--- src/rtl/conv_pkg.sv ---
// Shared convolution-layer definitions: lane geometry, widths, writer FSM states
// and the output-size rule used by both the read selector and the output writer.
package conv_pkg;

  localparam int unsigned LANES  = 5;
  localparam int unsigned ACC_W  = 20;
  localparam int unsigned DATA_W = 8;
  localparam int unsigned SIDE_W = 5;
  localparam int unsigned OSQ_W  = 10;

  typedef enum logic [1:0] {
    ST_IDLE,
    ST_WAIT,
    ST_WRITE,
    ST_FIN
  } state_e;

  // Job configuration latched on an accepted start
  typedef struct packed {
    logic [SIDE_W-1:0] osz;
    logic [OSQ_W-1:0]  osq;
    logic [SIDE_W-1:0] nk;
    logic              relu;
  } cfg_t;

  // Output side length; a partial final stride step still yields a column
  function automatic logic [SIDE_W-1:0] out_size(input logic [4:0] img,
                                                 input logic [2:0] k,
                                                 input logic [1:0] s);
    logic [5:0] num;
    num = 6'(img) - 6'(k) + 6'(s) - 6'd1;
    if (s == 2'd0) return '0;
    return SIDE_W'(num / 6'(s)) + SIDE_W'(1);
  endfunction

endpackage

--- src/rtl/conv_sat_relu.sv ---
// Per-lane post-processing: arithmetic right shift, saturation to the pixel
// range, then optional clamp of negatives to zero.
module conv_sat_relu #(
  parameter int unsigned ACC_W  = 20,
  parameter int unsigned DATA_W = 8,
  parameter int unsigned SHIFT  = 4
) (
  input  logic signed [ACC_W-1:0]  acc_i,
  input  logic                     relu_en_i,
  output logic signed [DATA_W-1:0] pix_c_o
);

  localparam int MAX_I = (1 << (DATA_W - 1)) - 1;
  localparam int MIN_I = -(1 << (DATA_W - 1));
  localparam logic signed [ACC_W-1:0] MAX_V = ACC_W'(MAX_I);
  localparam logic signed [ACC_W-1:0] MIN_V = ACC_W'(MIN_I);

  logic signed [ACC_W-1:0] sh_c;

  always_comb begin
    sh_c = acc_i >>> SHIFT;
    if (sh_c > MAX_V) begin
      pix_c_o = MAX_V[DATA_W-1:0];
    end else if (sh_c < MIN_V) begin
      pix_c_o = MIN_V[DATA_W-1:0];
    end else begin
      pix_c_o = sh_c[DATA_W-1:0];
    end
    if (relu_en_i && pix_c_o[DATA_W-1]) pix_c_o = '0;
  end

endmodule

--- src/rtl/conv_output_writer.sv ---
// Accepts 5-lane result beats from the PE array and serializes the valid lanes
// into output feature-map RAM writes (kernel outer, strip middle, row inner).
module conv_output_writer #(
  parameter int unsigned ACC_W  = conv_pkg::ACC_W,
  parameter int unsigned DATA_W = conv_pkg::DATA_W,
  parameter int unsigned SHIFT  = 4,
  parameter int unsigned ADDR_W = 15
) (
  input  logic                              clk,
  input  logic                              rst_n,
  input  logic                              start,
  input  logic [4:0]                        img_size,
  input  logic [2:0]                        kernel_size,
  input  logic [1:0]                        stride,
  input  logic [4:0]                        number_kernel,
  input  logic                              relu_en,
  input  logic                              res_valid,
  output logic                              res_ready,
  input  logic [conv_pkg::LANES*ACC_W-1:0]  res_data,
  output logic                              wr_en,
  output logic [ADDR_W-1:0]                 wr_addr,
  output logic [DATA_W-1:0]                 wr_data,
  output logic                              busy,
  output logic                              done,
  output logic                              cfg_err
);

  import conv_pkg::*;

  localparam int unsigned HOLD_W = LANES * ACC_W;

  state_e                  state_q, state_d;
  cfg_t                    cfg_q, cfg_d;
  logic [SIDE_W-1:0]       row_q, row_d, cbase_q, cbase_d, kern_q, kern_d;
  logic [2:0]              lane_q, lane_d;
  logic [ADDR_W-1:0]       rbase_q, rbase_d, kbase_q, kbase_d;
  logic [HOLD_W-1:0]       hold_q, hold_d;
  logic                    res_ready_q, res_ready_d, wr_en_q, wr_en_d;
  logic                    busy_q, busy_d, done_q, done_d, cfg_err_q, cfg_err_d;
  logic [ADDR_W-1:0]       wr_addr_q, wr_addr_d;
  logic [DATA_W-1:0]       wr_data_q, wr_data_d;

  logic                    cfg_bad_c, accept_c;
  logic [SIDE_W-1:0]       osz_c, cols_left_c;
  logic [2:0]              lanes_c;
  logic                    last_lane_c, last_row_c, last_strip_c, last_kern_c;
  logic signed [ACC_W-1:0] lane_acc_c;
  logic signed [DATA_W-1:0] pix_c;

  // Config legality and derived geometry of the current strip
  always_comb begin
    cfg_bad_c    = (5'(kernel_size) > img_size) || (stride == 2'd0) ||
                   ((kernel_size != 3'd3) && (kernel_size != 3'd5));
    osz_c        = out_size(img_size, kernel_size, stride);
    accept_c     = res_valid && res_ready_q;
    cols_left_c  = cfg_q.osz - cbase_q;
    lanes_c      = (cols_left_c >= SIDE_W'(LANES)) ? 3'(LANES) : 3'(cols_left_c);
    last_lane_c  = (lane_q == lanes_c - 3'd1);
    last_row_c   = (row_q == cfg_q.osz - SIDE_W'(1));
    last_strip_c = ((6'(cbase_q) + 6'(LANES)) >= 6'(cfg_q.osz));
    last_kern_c  = (kern_q == cfg_q.nk - SIDE_W'(1));
  end

  always_ff @(posedge clk or negedge rst_n) begin
    if (!rst_n) state_q <= ST_IDLE;
    else        state_q <= state_d;
  end

  always_comb begin
    state_d = state_q;
    case (state_q)
      ST_IDLE: begin
        if (start && !cfg_bad_c) state_d = (number_kernel == 5'd0) ? ST_FIN : ST_WAIT;
      end
      ST_WAIT: begin
        if (accept_c) state_d = ST_WRITE;
      end
      ST_WRITE: begin
        if (last_lane_c)
          state_d = (last_row_c && last_strip_c && last_kern_c) ? ST_FIN : ST_WAIT;
      end
      ST_FIN:  state_d = ST_IDLE;
      default: state_d = ST_IDLE;
    endcase
  end

  // Counter/config updates; outputs are computed from next-state values so the
  // registered write lands in the same cycle the FSM sits in WRITE.
  always_comb begin
    cfg_d     = cfg_q;
    row_d     = row_q;
    cbase_d   = cbase_q;
    kern_d    = kern_q;
    lane_d    = lane_q;
    rbase_d   = rbase_q;
    kbase_d   = kbase_q;
    hold_d    = hold_q;
    done_d    = done_q;
    cfg_err_d = cfg_err_q;
    case (state_q)
      ST_IDLE: begin
        if (start) begin
          cfg_err_d = cfg_bad_c;
          if (!cfg_bad_c) begin
            cfg_d.osz  = osz_c;
            cfg_d.osq  = OSQ_W'(OSQ_W'(osz_c) * OSQ_W'(osz_c));
            cfg_d.nk   = number_kernel;
            cfg_d.relu = relu_en;
            row_d      = '0;
            cbase_d    = '0;
            kern_d     = '0;
            lane_d     = '0;
            rbase_d    = '0;
            kbase_d    = '0;
            done_d     = 1'b0;
          end
        end
      end
      ST_WAIT: begin
        if (accept_c) begin
          hold_d = res_data;
          lane_d = '0;
        end
      end
      ST_WRITE: begin
        if (!last_lane_c) begin
          lane_d = lane_q + 3'd1;
        end else begin
          lane_d = '0;
          if (!last_row_c) begin
            row_d   = row_q + SIDE_W'(1);
            rbase_d = rbase_q + ADDR_W'(cfg_q.osz);
          end else begin
            row_d   = '0;
            rbase_d = '0;
            if (!last_strip_c) begin
              cbase_d = cbase_q + SIDE_W'(LANES);
            end else begin
              cbase_d = '0;
              kern_d  = kern_q + SIDE_W'(1);
              kbase_d = kbase_q + ADDR_W'(cfg_q.osq);
            end
          end
        end
      end
      default: ;
    endcase

    lane_acc_c = '0;
    for (int i = 0; i < int'(LANES); i++) begin
      if (lane_d == 3'(i)) lane_acc_c = hold_d[i*ACC_W +: ACC_W];
    end

    if (state_d == ST_FIN) done_d = 1'b1;
    res_ready_d = (state_d == ST_WAIT);
    busy_d      = (state_d == ST_WAIT) || (state_d == ST_WRITE);
    wr_en_d     = (state_d == ST_WRITE);
    wr_addr_d   = kbase_d + rbase_d + ADDR_W'(cbase_d) + ADDR_W'(lane_d);
    wr_data_d   = pix_c;
  end

  conv_sat_relu #(
    .ACC_W (ACC_W),
    .DATA_W(DATA_W),
    .SHIFT (SHIFT)
  ) u_sat (
    .acc_i    (lane_acc_c),
    .relu_en_i(cfg_d.relu),
    .pix_c_o  (pix_c)
  );

  always_ff @(posedge clk or negedge rst_n) begin
    if (!rst_n) begin
      cfg_q       <= '0;
      row_q       <= '0;
      cbase_q     <= '0;
      kern_q      <= '0;
      lane_q      <= '0;
      rbase_q     <= '0;
      kbase_q     <= '0;
      hold_q      <= '0;
      res_ready_q <= 1'b0;
      wr_en_q     <= 1'b0;
      wr_addr_q   <= '0;
      wr_data_q   <= '0;
      busy_q      <= 1'b0;
      done_q      <= 1'b0;
      cfg_err_q   <= 1'b0;
    end else begin
      cfg_q       <= cfg_d;
      row_q       <= row_d;
      cbase_q     <= cbase_d;
      kern_q      <= kern_d;
      lane_q      <= lane_d;
      rbase_q     <= rbase_d;
      kbase_q     <= kbase_d;
      hold_q      <= hold_d;
      res_ready_q <= res_ready_d;
      wr_en_q     <= wr_en_d;
      wr_addr_q   <= wr_addr_d;
      wr_data_q   <= wr_data_d;
      busy_q      <= busy_d;
      done_q      <= done_d;
      cfg_err_q   <= cfg_err_d;
    end
  end

  assign res_ready = res_ready_q;
  assign wr_en     = wr_en_q;
  assign wr_addr   = wr_addr_q;
  assign wr_data   = wr_data_q;
  assign busy      = busy_q;
  assign done      = done_q;
  assign cfg_err   = cfg_err_q;

endmodule

--- config.mk ---
export PLATFORM = sky130hd
export DESIGN_NAME = conv_output_writer
export DESIGN_NICKNAME = d
export VERILOG_FILES = /design/src/rtl/conv_pkg.sv /design/src/rtl/conv_sat_relu.sv /design/src/rtl/conv_output_writer.sv
export SDC_FILE = /design/constraint.sdc
export NUM_CORES = 1
export LEC_CHECK = 0
export BUFFER_PORTS_ARGS = -buffer_cell sky130_fd_sc_hd__buf_2
export CAP_MARGIN = 20
export CORE_ASPECT_RATIO = 1.5
export CORE_UTILIZATION = 36
export CTS_CLUSTER_DIAMETER = 50
export DETAILED_ROUTE_END_ITERATION = 7
export PLACE_DENSITY = 0.51
export SLEW_MARGIN = 20
export SYNTH_ARGS = -nofsm -noshare
export SYNTH_HDL_FRONTEND = slang
export SYNTH_SLANG_ARGS = --single-unit
--- constraint.sdc ---
create_clock -name clk -period 8.2 [get_ports clk]
set_clock_uncertainty 0.05 [all_clocks]
set_input_delay 1.23 -clock clk [delete_from_list [all_inputs] [get_ports clk]]
set_output_delay 1.23 -clock clk [all_outputs]
set_load 0.05 [all_outputs]
==> qor.csv <==
metric,value,unit
outcome,finished with violations,
violations,setup timing,
crit_arrival,10.95,ns
ys.flop_type,dfrtp_1,
leakage,7.10,nW
post-route-period-util,130,%
postSynthAreaPerCell,10.1,um2
final_core_util,46.8,%
cts_buffers,17,
hpwl,22.0,mm
wl_per_cell,16.5,um
routed_wirelength,29.0,mm
r2r_cells,36,
powerDensity,394,mW/mm2
dr.pass1.iters,4,
ys_ff_latch,177,
avgViaCountPerCell,5.10,
grt_setup_unrepaired,true,
grtUsageTotal,19.0,%
layout_common_cells,"dfrtp_1 (177), buf_4 (126), buf_2 (124)",
post-route-min-period,10.64,ns
p_switching,2.34,mW
fillers,2928,
fin_nets,1586,
finalNonFillerCells,1761,
ys_types,73,
mostFrequentLayoutCell,dfrtp_1,
drc,0,
vdd_drop_max,0.196,mV
clkPwrFrac,15.6,%
insertion_delay,0.45,ns
syn2layout_area_growth,27.3,%
r2r_start,cfg_q[16],
synth_nets,1342,
start_util,36.7,%
critPathMaxStageDelay,0.49,ns
setup-violations-final,11,
grt_pass1_wl,47.2,mm
layout-drive-gt1-share,32.8,%
hold_depth,2,
synthArstFlopShare,100,%
cts_tree,done,
io_pins,148,
worstPathMaxFanout,4,
critPathRequiredTime,8.51,ns
worst_slew_margin_rel,37.6,%
drtIter0Drc,277,
fp.dieW,146,um
end_kind,flop,
vias,8973,
total_power,5.61,mW
ff2ff_setup_slack,0.60,ns
fmax,0.0940,GHz
cts_root_buf,clkbuf_16,
placedCellCount,1692,
overflow,0,
hold_path.class,reg -> reg,
pwr-share-seq,23.8,%
combPwrFrac,60.6,%
critPathKind,in -> reg,
place_congestion,0.814,
drv_cap,0,
finalHoldViolCount,0,
finalWorstSetupSlack,-2.44,ns
antenna_found_initial,0,
post_dp_cell_area,0.0131,mm2
fin_area,0.0142,mm2
die_h,218,um
fp.coreArea,0.0304,mm2
crit_path_start_kind,primary input,
min-delay-start,hold_q[13],
postRouteAntennaNets,0,
switching_share,41.6,%
h-tree-depth,4,
synth.yosys.seq_area_share,39.6,%
hold_end,hold_q[13],
tightestPinTransition,0.935,ns
grt_pass1_vias,9234,
clock-sinks,177,
cts_buffer_depth,2,
clkTransAtPathRegs,0.07,ns
slew_violations,0,
grt_max_degree,107,
yosysWarnings,0,
num_antenna_cells,0,
synth-edff-count,0,
rr_endpoint,wr_addr[13],
p_int,3.27,mW
dieArea,0.0318,mm2
cp_slowest_cell,fa_1,
synth_area,0.0112,mm2
critPathLaunch,img_size[1],
syn_inst,1104,
port_buffers,127,
core.rowCount,78,
[cell type report]
class,count,area (um2),share of cell area [%]
Timing Repair Buffer,263,1720,12.1
Clock inverter,13,175,1.23
Multi-Input combinational cell,811,6680,46.9
Sequential cell,177,4430,31.1
Inverter,78,293,2.06
Clock buffer,19,443,3.11
Tap cell,400,500,3.51
[power groups by stage]
stage	combinational [mW]	sequential, mW	clock, mW
6_report	3.40	1.34	0.874
3_5_place_dp	3.04	1.36	0
2_1_floorplan	1.99	1.48	0
5_1_grt	3.74	1.38	0.929
3_3_place_gp	3.01	1.35	0
4_1_cts	3.26	1.34	0.895
[logic make-up (layout without fill, tap and decap cells)]
| group | after synthesis | after routing | share of synthesized area [%] |
|---|---|---|---|
| adder cells (fa/ha/maj) | 119 | 119 | 14.4 |
| XOR/XNOR | 71 | 71 | 5.56 |
| multiplexers | 91 | 91 | 8.96 |
| flip-flops | 177 | 177 | 39.6 |
| AO/OA/AOI/OAI | 254 | 254 | 15.7 |
| buffers and inverters | 116 | 373 | 4.01 |
| AND/OR/NAND/NOR | 276 | 276 | 11.8 |
[sequential cells by signal (all words and copies together), names as in the netlist]
signal	count
cbase_q	5
cfg_err	1
kbase_q	15
row_q	5
res_ready	1
wr_addr	15
busy	1
hold_q	80
wr_en	1
state_q	2
rbase_q	15
done	1
cfg_q	19
wr_data	8
kern_q	5
lane_q	3
[stage by stage]
step | TNS [ns] | setup WS, ns | hold slack, ns
final | -13.90 | -2.44 | 0.432
after global placement | -17.41 | -2.70 | 0.409
after detailed placement | -19.23 | -2.93 | 0.415
after CTS | -12.91 | -2.38 | 0.440
after global routing | -19.13 | -2.89 | 0.453
after floorplan | -21.15 | -3.14 | 0.392
[worst max path at each step]
stage / to / cells after the start
detailed placement: cfg_q[15] / 52
global route: cfg_q[15] / 54
finish: cfg_q[15] / 53
global placement: cfg_q[15] / 52
floorplan: cfg_q[15] / 54
CTS: cfg_q[15] / 53
[routing by layer]
metal | global-route usage, % | share of wire [%] | vias up
li1 | - | - | 4420
met2 | 37.0 | 56 | 132
met4 | 8.00 | 3.1 | 0
met3 | 3.22 | 2.6 | 40
met5 | 0 | 0 | -
met1 | 19.9 | 38 | 4381
[critical path: cells and delay by family]
| family | cells | cell delay, ns |
|---|---|---|
| adders and majority gates | 14 | 4.26 |
| xor gates and xnor gates | 2 | 0.16 |
| and+or+nand+nor | 10 | 1.23 |
| muxes | 2 | 0.38 |
| buffers and inverters | 2 | 0.16 |
| AOI/OAI and AO/OA | 23 | 3.51 |
[timing repair]
action,CTS,global route
pin swaps,19,30
hold buffers,0,0
setup endpoints to repair,12,17
gates resized for setup,26,30
buffers inserted,27,12
[synth_stat cells, types with 6 or more instances]
master	number	area share [%]
a21o_1	20	1.3
a21oi_1	36	1.6
a22oi_1	14	0.94
a311oi_1	7	0.55
a31oi_1	10	0.56
a32o_1	6	0.54
and3_1	9	0.50
clkbuf_1	29	0.97
dfrtp_1	177	40
fa_1	16	2.9
ha_1	102	11
inv_1	74	2.5
mux2_2	73	7.4
mux2i_1	18	1.6
nand2_1	79	2.7
nand2b_1	7	0.39
nand3_1	23	1.0
nand4_1	15	0.84
nor2_1	74	2.5
nor2b_1	14	0.78
nor3_1	22	0.98
o21a_1	13	0.87
o21ai_0	62	2.8
o21ai_1	16	0.72
o31ai_1	14	0.94
xnor2_1	39	3.1
xor2_1	32	2.5
Power figures use the tool's default switching activity.
